[config.mk]
export PLATFORM = sky130hd
export DESIGN_NAME = mole_round_ctrl
export DESIGN_NICKNAME = d
export VERILOG_FILES = /design/src/rtl/mole_pkg.sv /design/src/rtl/bcd_score_counter.sv /design/src/rtl/mole_round_ctrl.sv
export SDC_FILE = /design/constraint.sdc
export NUM_CORES = 1
export LEC_CHECK = 0
export CAP_MARGIN = 20
export CORE_MARGIN = 10
export CORE_UTILIZATION = 40
export DETAILED_ROUTE_END_ITERATION = 8
export MAX_ROUTING_LAYER = met4
export PLACE_DENSITY_LB_ADDON = 0.12
export SYNTH_ARGS = -nofsm -noshare
export SYNTH_HDL_FRONTEND = slang
export SYNTH_SLANG_ARGS = --single-unit
[constraint.sdc]
create_clock -name cin -period 3.5 [get_ports cin]
set_clock_uncertainty 0.1 [all_clocks]
set_input_delay 0.7 -clock cin [delete_from_list [all_inputs] [get_ports cin]]
set_output_delay 0.7 -clock cin [all_outputs]
set_load 0.03 [all_outputs]
[src/rtl/mole_pkg.sv]
// Shared definitions for the whack-a-mole round controller.
//   state_t     : controller state encoding
//   NUM_HOLES   : default hole/LED/button count (must be <= 15, LFSR range)
//   LFSR_TAPS   : feedback mask for x^4 + x^3 + 1
//   bcd_digit_t : one BCD digit of the score display
package mole_pkg;

    typedef enum logic [2:0] {
        S_IDLE = 3'd0,
        S_PICK = 3'd1,
        S_SHOW = 3'd2,
        S_GAP  = 3'd3,
        S_DONE = 3'd4
    } state_t;

    localparam int unsigned NUM_HOLES = 9;

    localparam logic [3:0] LFSR_TAPS = 4'b1100;

    typedef logic [3:0] bcd_digit_t;

    localparam bcd_digit_t BCD_MAX = 4'd9;

endpackage

[src/rtl/bcd_score_counter.sv]
// Two-digit BCD score counter, saturating at 99.
//   clk, rst_n : clock, asynchronous active-low reset
//   clr        : synchronous clear to 00 (wins over inc)
//   inc        : add one point
//   ones, tens : BCD digits
module bcd_score_counter
    import mole_pkg::*;
(
    input  logic       clk,
    input  logic       rst_n,
    input  logic       clr,
    input  logic       inc,
    output bcd_digit_t ones,
    output bcd_digit_t tens
);

    logic at_max;

    always_comb begin
        at_max = (ones == BCD_MAX) && (tens == BCD_MAX);
    end

    always_ff @(posedge clk or negedge rst_n) begin
        if (!rst_n) begin
            ones <= '0;
            tens <= '0;
        end else if (clr) begin
            ones <= '0;
            tens <= '0;
        end else if (inc && !at_max) begin
            if (ones == BCD_MAX) begin
                ones <= '0;
                tens <= tens + 4'd1;
            end else begin
                ones <= ones + 4'd1;
            end
        end
    end

endmodule

[src/rtl/mole_round_ctrl.sv]
// Whack-a-mole game sequencer.
//   cin        : system clock
//   rst_n      : asynchronous active-low reset
//   start      : one-cycle pulse, starts/restarts a game from IDLE or DONE
//   btn_pulse  : debounced one-cycle press pulses, bit i = hole i
//   led        : lit mole, one-hot or zero
//   score_ones : BCD ones digit of the score
//   score_tens : BCD tens digit of the score
//   round_num  : rounds completed in this game
//   hit_pulse  : one cycle per hit
//   miss_pulse : one cycle per wrong press or timeout
//   busy       : game in progress (PICK, SHOW, GAP)
//   game_over  : final round finished (DONE)
module mole_round_ctrl #(
    parameter int unsigned MOLE_TICKS = 100000000,
    parameter int unsigned GAP_TICKS  = 25000000,
    parameter int unsigned ROUNDS     = 20,
    parameter int unsigned NUM_HOLES  = mole_pkg::NUM_HOLES,
    parameter logic [3:0]  LFSR_SEED  = 4'b0001
) (
    input  logic                 cin,
    input  logic                 rst_n,
    input  logic                 start,
    input  logic [NUM_HOLES-1:0] btn_pulse,
    output logic [NUM_HOLES-1:0] led,
    output logic [3:0]           score_ones,
    output logic [3:0]           score_tens,
    output logic [6:0]           round_num,
    output logic                 hit_pulse,
    output logic                 miss_pulse,
    output logic                 busy,
    output logic                 game_over
);

    import mole_pkg::*;

    localparam int unsigned TMAX = (MOLE_TICKS > GAP_TICKS) ? MOLE_TICKS : GAP_TICKS;
    localparam int unsigned TW   = (TMAX > 1) ? $clog2(TMAX) : 1;

    localparam logic [TW-1:0] MOLE_LAST  = TW'(MOLE_TICKS - 1);
    localparam logic [TW-1:0] GAP_LAST   = TW'(GAP_TICKS - 1);
    localparam logic [6:0]    ROUND_LAST = 7'(ROUNDS - 1);
    localparam logic [3:0]    HOLE_LIM   = 4'(NUM_HOLES);

    state_t        state;
    logic [3:0]    lfsr;
    logic [TW-1:0] timer;
    logic [3:0]    hole;
    logic          first_pick;

    logic [3:0]    cand;
    logic          cand_ok;
    logic          hit;
    logic          wrong;
    logic          start_game;

    always_comb begin
        cand       = lfsr - 4'd1;
        cand_ok    = (cand < HOLE_LIM) && (first_pick || (cand != hole));
        // led holds one-hot(hole) throughout SHOW, so it doubles as the hit mask
        hit        = (state == S_SHOW) && |(btn_pulse & led);
        wrong      = (state == S_SHOW) && |(btn_pulse & ~led);
        start_game = start && ((state == S_IDLE) || (state == S_DONE));
    end

    bcd_score_counter u_score (
        .clk   (cin),
        .rst_n (rst_n),
        .clr   (start_game),
        .inc   (hit),
        .ones  (score_ones),
        .tens  (score_tens)
    );

    always_ff @(posedge cin or negedge rst_n) begin
        if (!rst_n) begin
            state      <= S_IDLE;
            lfsr       <= LFSR_SEED;
            timer      <= '0;
            hole       <= '0;
            first_pick <= 1'b1;
            led        <= '0;
            round_num  <= '0;
            hit_pulse  <= 1'b0;
            miss_pulse <= 1'b0;
            busy       <= 1'b0;
            game_over  <= 1'b0;
        end else begin
            lfsr       <= {lfsr[2:0], ^(lfsr & LFSR_TAPS)};
            hit_pulse  <= 1'b0;
            miss_pulse <= 1'b0;

            case (state)
                S_IDLE, S_DONE: begin
                    if (start) begin
                        round_num  <= '0;
                        first_pick <= 1'b1;
                        busy       <= 1'b1;
                        game_over  <= 1'b0;
                        led        <= '0;
                        state      <= S_PICK;
                    end
                end

                S_PICK: begin
                    if (cand_ok) begin
                        hole       <= cand;
                        first_pick <= 1'b0;
                        timer      <= '0;
                        led        <= NUM_HOLES'(1) << cand;
                        state      <= S_SHOW;
                    end
                end

                S_SHOW: begin
                    if (hit) begin
                        hit_pulse <= 1'b1;
                        led       <= '0;
                        timer     <= '0;
                        state     <= S_GAP;
                    end else begin
                        // a wrong press on the timeout cycle still yields a single miss
                        if (wrong || (timer == MOLE_LAST)) begin
                            miss_pulse <= 1'b1;
                        end
                        if (timer == MOLE_LAST) begin
                            led   <= '0;
                            timer <= '0;
                            state <= S_GAP;
                        end else begin
                            timer <= timer + 1'b1;
                        end
                    end
                end

                S_GAP: begin
                    if (timer == GAP_LAST) begin
                        timer     <= '0;
                        round_num <= round_num + 7'd1;
                        if (round_num == ROUND_LAST) begin
                            busy      <= 1'b0;
                            game_over <= 1'b1;
                            state     <= S_DONE;
                        end else begin
                            state <= S_PICK;
                        end
                    end else begin
                        timer <= timer + 1'b1;
                    end
                end

                default: begin
                    led       <= '0;
                    busy      <= 1'b0;
                    game_over <= 1'b0;
                    state     <= S_IDLE;
                end
            endcase
        end
    end

endmodule
Word level (Yosys, flattened, before mapping). Index checks and enable logic that the tools add are counted.

Flip-flop bits (word level): 67. Bits in latches: 0. Bits in writable memories: 0. ROM bits: 0. Bits of input ports: 12. Output and inout bits: 28. Logic and storage cells: 110. Memories kept: 0.

Add/subtract/negate cells: 5. $mul: 0. Divide/modulo/power cells: 0. $lt $le $gt $ge: 1. Eq/ne operators: 15. Shift-type cells: 1. Muxes and demuxes: 41. Bitwise logic cells: 5. Reductions and logical operators: 29.

Operators with widths (number): 2-to-1 mux 27 bit (4); one-hot mux 27 bit (3 select lines) (1); 2-to-1 mux 9 bit (4); one-hot mux 9 bit (4 select lines) (1); adder 27 x 1 -> 27 bit (second input constant) (1); == test 27 x 25 -> 1 bit (second input constant) (1); == test 27 bit (second input constant) (1); 2-to-1 mux 4 bit (6); bitwise AND 9 bit (2); 2-to-1 mux 3 bit (6); OR reduction 9 bit (2); 2-to-1 mux 7 bit (2); one-hot mux 7 bit (2 select lines) (1); 2-to-1 mux 1 bit (12); one-hot mux 3 bit (4 select lines) (1); AND reduction 4 bit (3); inverter 9 bit (1); left shift 1 x 4 -> 9 bit (first input constant) (1); adder 4 x 1 -> 4 bit (second input constant) (2); == test 4 bit (second input constant) (2); != test 2 bit (second input constant) (4); nonzero test 2 bit (4); adder 7 x 1 -> 7 bit (second input constant) (1); == test 7 x 5 -> 1 bit (second input constant) (1); other kinds (19) (33).

Logic depth before layout (Yosys ltp).
Word-level depth: 8. Mapped depth: 9. Gate-level depth less buffers: 8.

Cells and area by module. Synthesis repeated with hierarchy kept, for this count alone.

Cell total of the unflattened synthesis: 438. Area total of the unflattened synthesis: 4028.9 µm².

By module, submodules not included: mole_round_ctrl (instances 1, cells each 386, area each 3525.9 µm², seq. area each 1478.9 µm²); bcd_score_counter (instances 1, cells each 52, area each 503.0 µm², seq. area each 200.2 µm²).

Worst setup path before layout. OpenSTA, ideal clock, no wires.

Path type: reg-to-reg. Start: register lfsr[0]. End: register led[1]. Setup time: 0.125 ns. Arrival time: 2.257 ns. Required time: 3.275 ns. Path slack: 1.018 ns. Cell stages (with the launch flop): 9. Buffers on the path: 0. Clock period less this slack: 2.482 ns. Cell sequence: dfstp_2 -> inv_1 -> ha_1 -> xor3_1 -> nor4_1 -> and2_1 -> o21ai_0 -> nand3_2 -> mux2_2.

Longest elaborated chain between the ends: 6. Elaborated cells on any way between the ends: 10. Classes of those cells: 1 x add/sub; 1 x order compare; 2 x eq/ne; 1 x shift; 2 x mux; 3 x reduce/logical.

Ends and longest elaborated chain: start: declaration (line mole_round_ctrl.sv:46) `logic [3:0] lfsr;`; start signal: assignment (line mole_round_ctrl.sv:89) `lfsr <= {lfsr[2:0], ^(lfsr & LFSR_TAPS)};`; subtractor 4 x 1 -> 4 bit * (line mole_round_ctrl.sv:58) `cand = lfsr - 4'd1;`; net cand[0] (line mole_round_ctrl.sv:51) `logic [3:0] cand;`; branches (longest 5 deep; another with < comparator 4 bit); end signal: assignment (line mole_round_ctrl.sv:110) `led <= NUM_HOLES'(1) << cand;`; end: declaration (line mole_round_ctrl.sv:25) `output logic [NUM_HOLES-1:0] led,`.

Mark *: on every way through the listed nets, which the timed path passes. The select of a mux whose other input is x is not followed. A chain may end at the register's enable or synchronous reset.

Worst setup path after layout.
Start: register lfsr[0]. End: register timer[22].

Longest elaborated chain between the ends: 6. Elaborated cells on any way between the ends: 7. Classes of those cells: 1 x add/sub; 1 x order compare; 2 x eq/ne; 3 x reduce/logical.

Ends and longest elaborated chain: subtractor 4 x 1 -> 4 bit * (line mole_round_ctrl.sv:58); net cand[0] (line mole_round_ctrl.sv:51); branches (longest 2 deep; another with < comparator 4 bit); logical AND 1 bit * (line mole_round_ctrl.sv:59) `cand_ok = (cand < HOLE_LIM) && (first_pick || (cand != hole));`; != test 2 bit (no line) *; AND reduction 2 bit (no line) *; end signal: assignment (line mole_round_ctrl.sv:131) `timer <= timer + 1'b1;`; end signal: assignment (line mole_round_ctrl.sv:148) `timer <= timer + 1'b1;`; end: declaration (line mole_round_ctrl.sv:47) `logic [TW-1:0] timer;`.

Mark *: on every way through the listed nets, which the timed path passes.

==> results.cfg <==
[place]
portBuffers = 39
routabilityCongestion = 0.863
place_area_um2 = 4350
placed_cells = 580
dpl.hpwl_um = 6540
place_ws_ns = 0.350

[synth]
yosysTopAreaCell = dfrtp_1
synth.area.top_cells = dfrtp_1 42%, nand2_1 5.4%, ha_1 3.9%
yosysMostFrequentCell = dfrtp_1
netlist_top_cells_count = 65 x dfrtp_1, 55 x nand2_1, 31 x nor2_1
yosysSeqAreaShare_pct = 43.8
async_flop_share_pct = 100
synthDominantCellAreaShare_pct = 42.4
syn_area_um2 = 3830
synth-edff-count = 0
ys_warn_count = 0
postSynthAreaPerCell_um2 = 9.06
yosysUniqueCellTypes = 56
synth_nets = 447
synth_ff_type = dfrtp_1
yosys_register_bits = 67
synth_cells = 423

[global_route]
grt_pass1_vias = 3006
grt_max_degree = 43
grt_util_all_layers_pct = 13.5
grt_pass1_wl_um = 15600
antenna_found_initial = 0
overflow = 0

[worst_setup_path]
arrival_ns = 3.14
crit_required_ns = 3.63
worst_setup_path_end_kind = flip-flop
crit_path_start_kind = flip-flop
worst-path-max-fanout = 21
path_class = flip-flop to flip-flop

[timing]
period_minus_slack_ns = 3.00
worst_slack_ns = 0.495
relSlewSlack_pct = 50.6
fin_setup_tns_ns = 0
rsz0062_at_grt = no
fin_crit_sh_pct = 85.8
setup_viol = 0
fmax_mhz = 333
whs_ns = 0.288
worst_pin_slew_ns = 0.732
hold_viol = 0
drv_slew = 0

[clocking]
tritoncts = done
clkLatencyLatePin_ns = 0.35
path_clk_slew_ns = 0.08
h-tree-depth = 3
post_cts_buffers = 0
cts_root_buffer = clkbuf_8
cts_resized = 0
clk_path_buf_depth = 2
cts-buffers-inserted = 9
cts_hold_buf = 0
clkSinkCount = 67

[detailed_routing]
viasPerCell = 5.45
drt_wl_total_um = 9040
drt_iter0_markers = 238
via_count = 3248
dr.pass1.iters = 5
ant_nets = 0
route.detailed.drc = 0
avgRoutedWirePerCell_um = 15.2

[finish]
fin_cells = 596
nets = 486
antenna_cells = 0
final_core_util_pct = 49.8
drive_above_1_share_pct = 8.78
stdcell_area_um2 = 4620
areaGrowthSynthToFinish_pct = 20.6

[floorplanning]
initial_utilization_pct = 41.3
pin_count = 40
core_um2 = 9280
die_h_um = 118
die_x_um = 118
rows = 35
dieArea_um2 = 13900

[pwr]
ir_drop_mv = 0.212
power.leakage_nw = 2.05
powerDensity_nw_per_um2 = 366
finalPower_mw = 1.69

[min_path]
hold_class = primary input to async pin

[run]
maxCapViolations = 0

[run_status]
status = finished, final reports clean
## path summary, 6_finish.rpt
| kind | cells past startpoint | endpoint | slack [ns] | start |
|---|---|---|---|---|
| worst min-delay path | 1 | led[5] | 0.29 | rst_n |
| worst max register to register | 8 | timer[22] | 0.50 | lfsr[0] |
| min in group cin | 2 | first_pick | 0.37 | first_pick |
| worst min register to register | 2 | first_pick | 0.37 | first_pick |
| max in group asynchronous | 2 | timer[6] | 2.35 | rst_n |
| worst max-delay path | 8 | timer[22] | 0.50 | lfsr[0] |
## critical path, cell delays in order (launching register included)
cell	delay (ns)
dfstp_2	0.63
inv_1	0.10
ha_1	0.27
inv_1	0.07
a2111oi_0	0.10
nor3b_1	0.54
a21o_1	0.66
o21ai_1	0.14
a22o_1	0.26
## cell usage in the layout, fill, tap and decap left out, types with 8 or more instances in the layout
master and count:
a21oi_1 16, a31oi_1 22, clkbuf_8 10, clkdlybuf4s50_1 38
dfrtp_1 65, ha_1 12, inv_1 23, mux2_2 8
mux2i_1 9, nand2_1 55, nand3_1 23, nor2_1 31
nor3_1 13, o21ai_0 25
## area by class of cell
| class | instances | area [µm²] |
|---|---|---|
| inverters | 23 | 86.3 |
| well taps | 129 | 161 |
| clock inverters | 6 | 136 |
| clock buffers | 10 | 138 |
| fillers | 902 | 4660 |
| multi-input cells | 317 | 1980 |
| repair buffers | 44 | 435 |
| flip-flops and latches | 67 | 1680 |
## cells by family (layout without fill, tap and decap cells)
kind of cell | count (synthesis) | in the layout | share of synthesized area (%)
mux | 17 | 17 | 4.70
flops | 67 | 67 | 43.8
fa+ha+maj | 12 | 12 | 3.92
xor+xnor | 11 | 11 | 2.91
compound gates | 102 | 102 | 17.7
simple gates | 175 | 175 | 22.6
buf+inv | 39 | 83 | 4.41
## registers in the layout, summed over array words and instances, names as in the netlist
register      count
u_score.tens      4
hit_pulse         1
lfsr              4
timer            27
round_num         7
miss_pulse        1
u_score.ones      4
hole              4
state             3
first_pick        1
led               9
busy              1
game_over         1
## metal layers
| metal | part of all wire, % | up-vias | GRT usage (%) |
|---|---|---|---|
| met2 | 43 | 74 | 18.8 |
| met4 | 1.2 | 0 | 3.79 |
| met1 | 51 | 1546 | 18.7 |
| li1 | - | 1616 | - |
| met5 | 0 | - | - |
| met3 | 4.4 | 12 | 3.36 |
## report_power, final
group / switching [mW] / leakage [nW] / total (mW) / internal, mW
clock: 0.317 / 0.133 / 0.883 / 0.566
combinational: 0.0206 / 1.08 / 0.0347 / 0.0140
sequential: 0 / 0.842 / 0.774 / 0.774
Power figures use the tool's default switching activity.
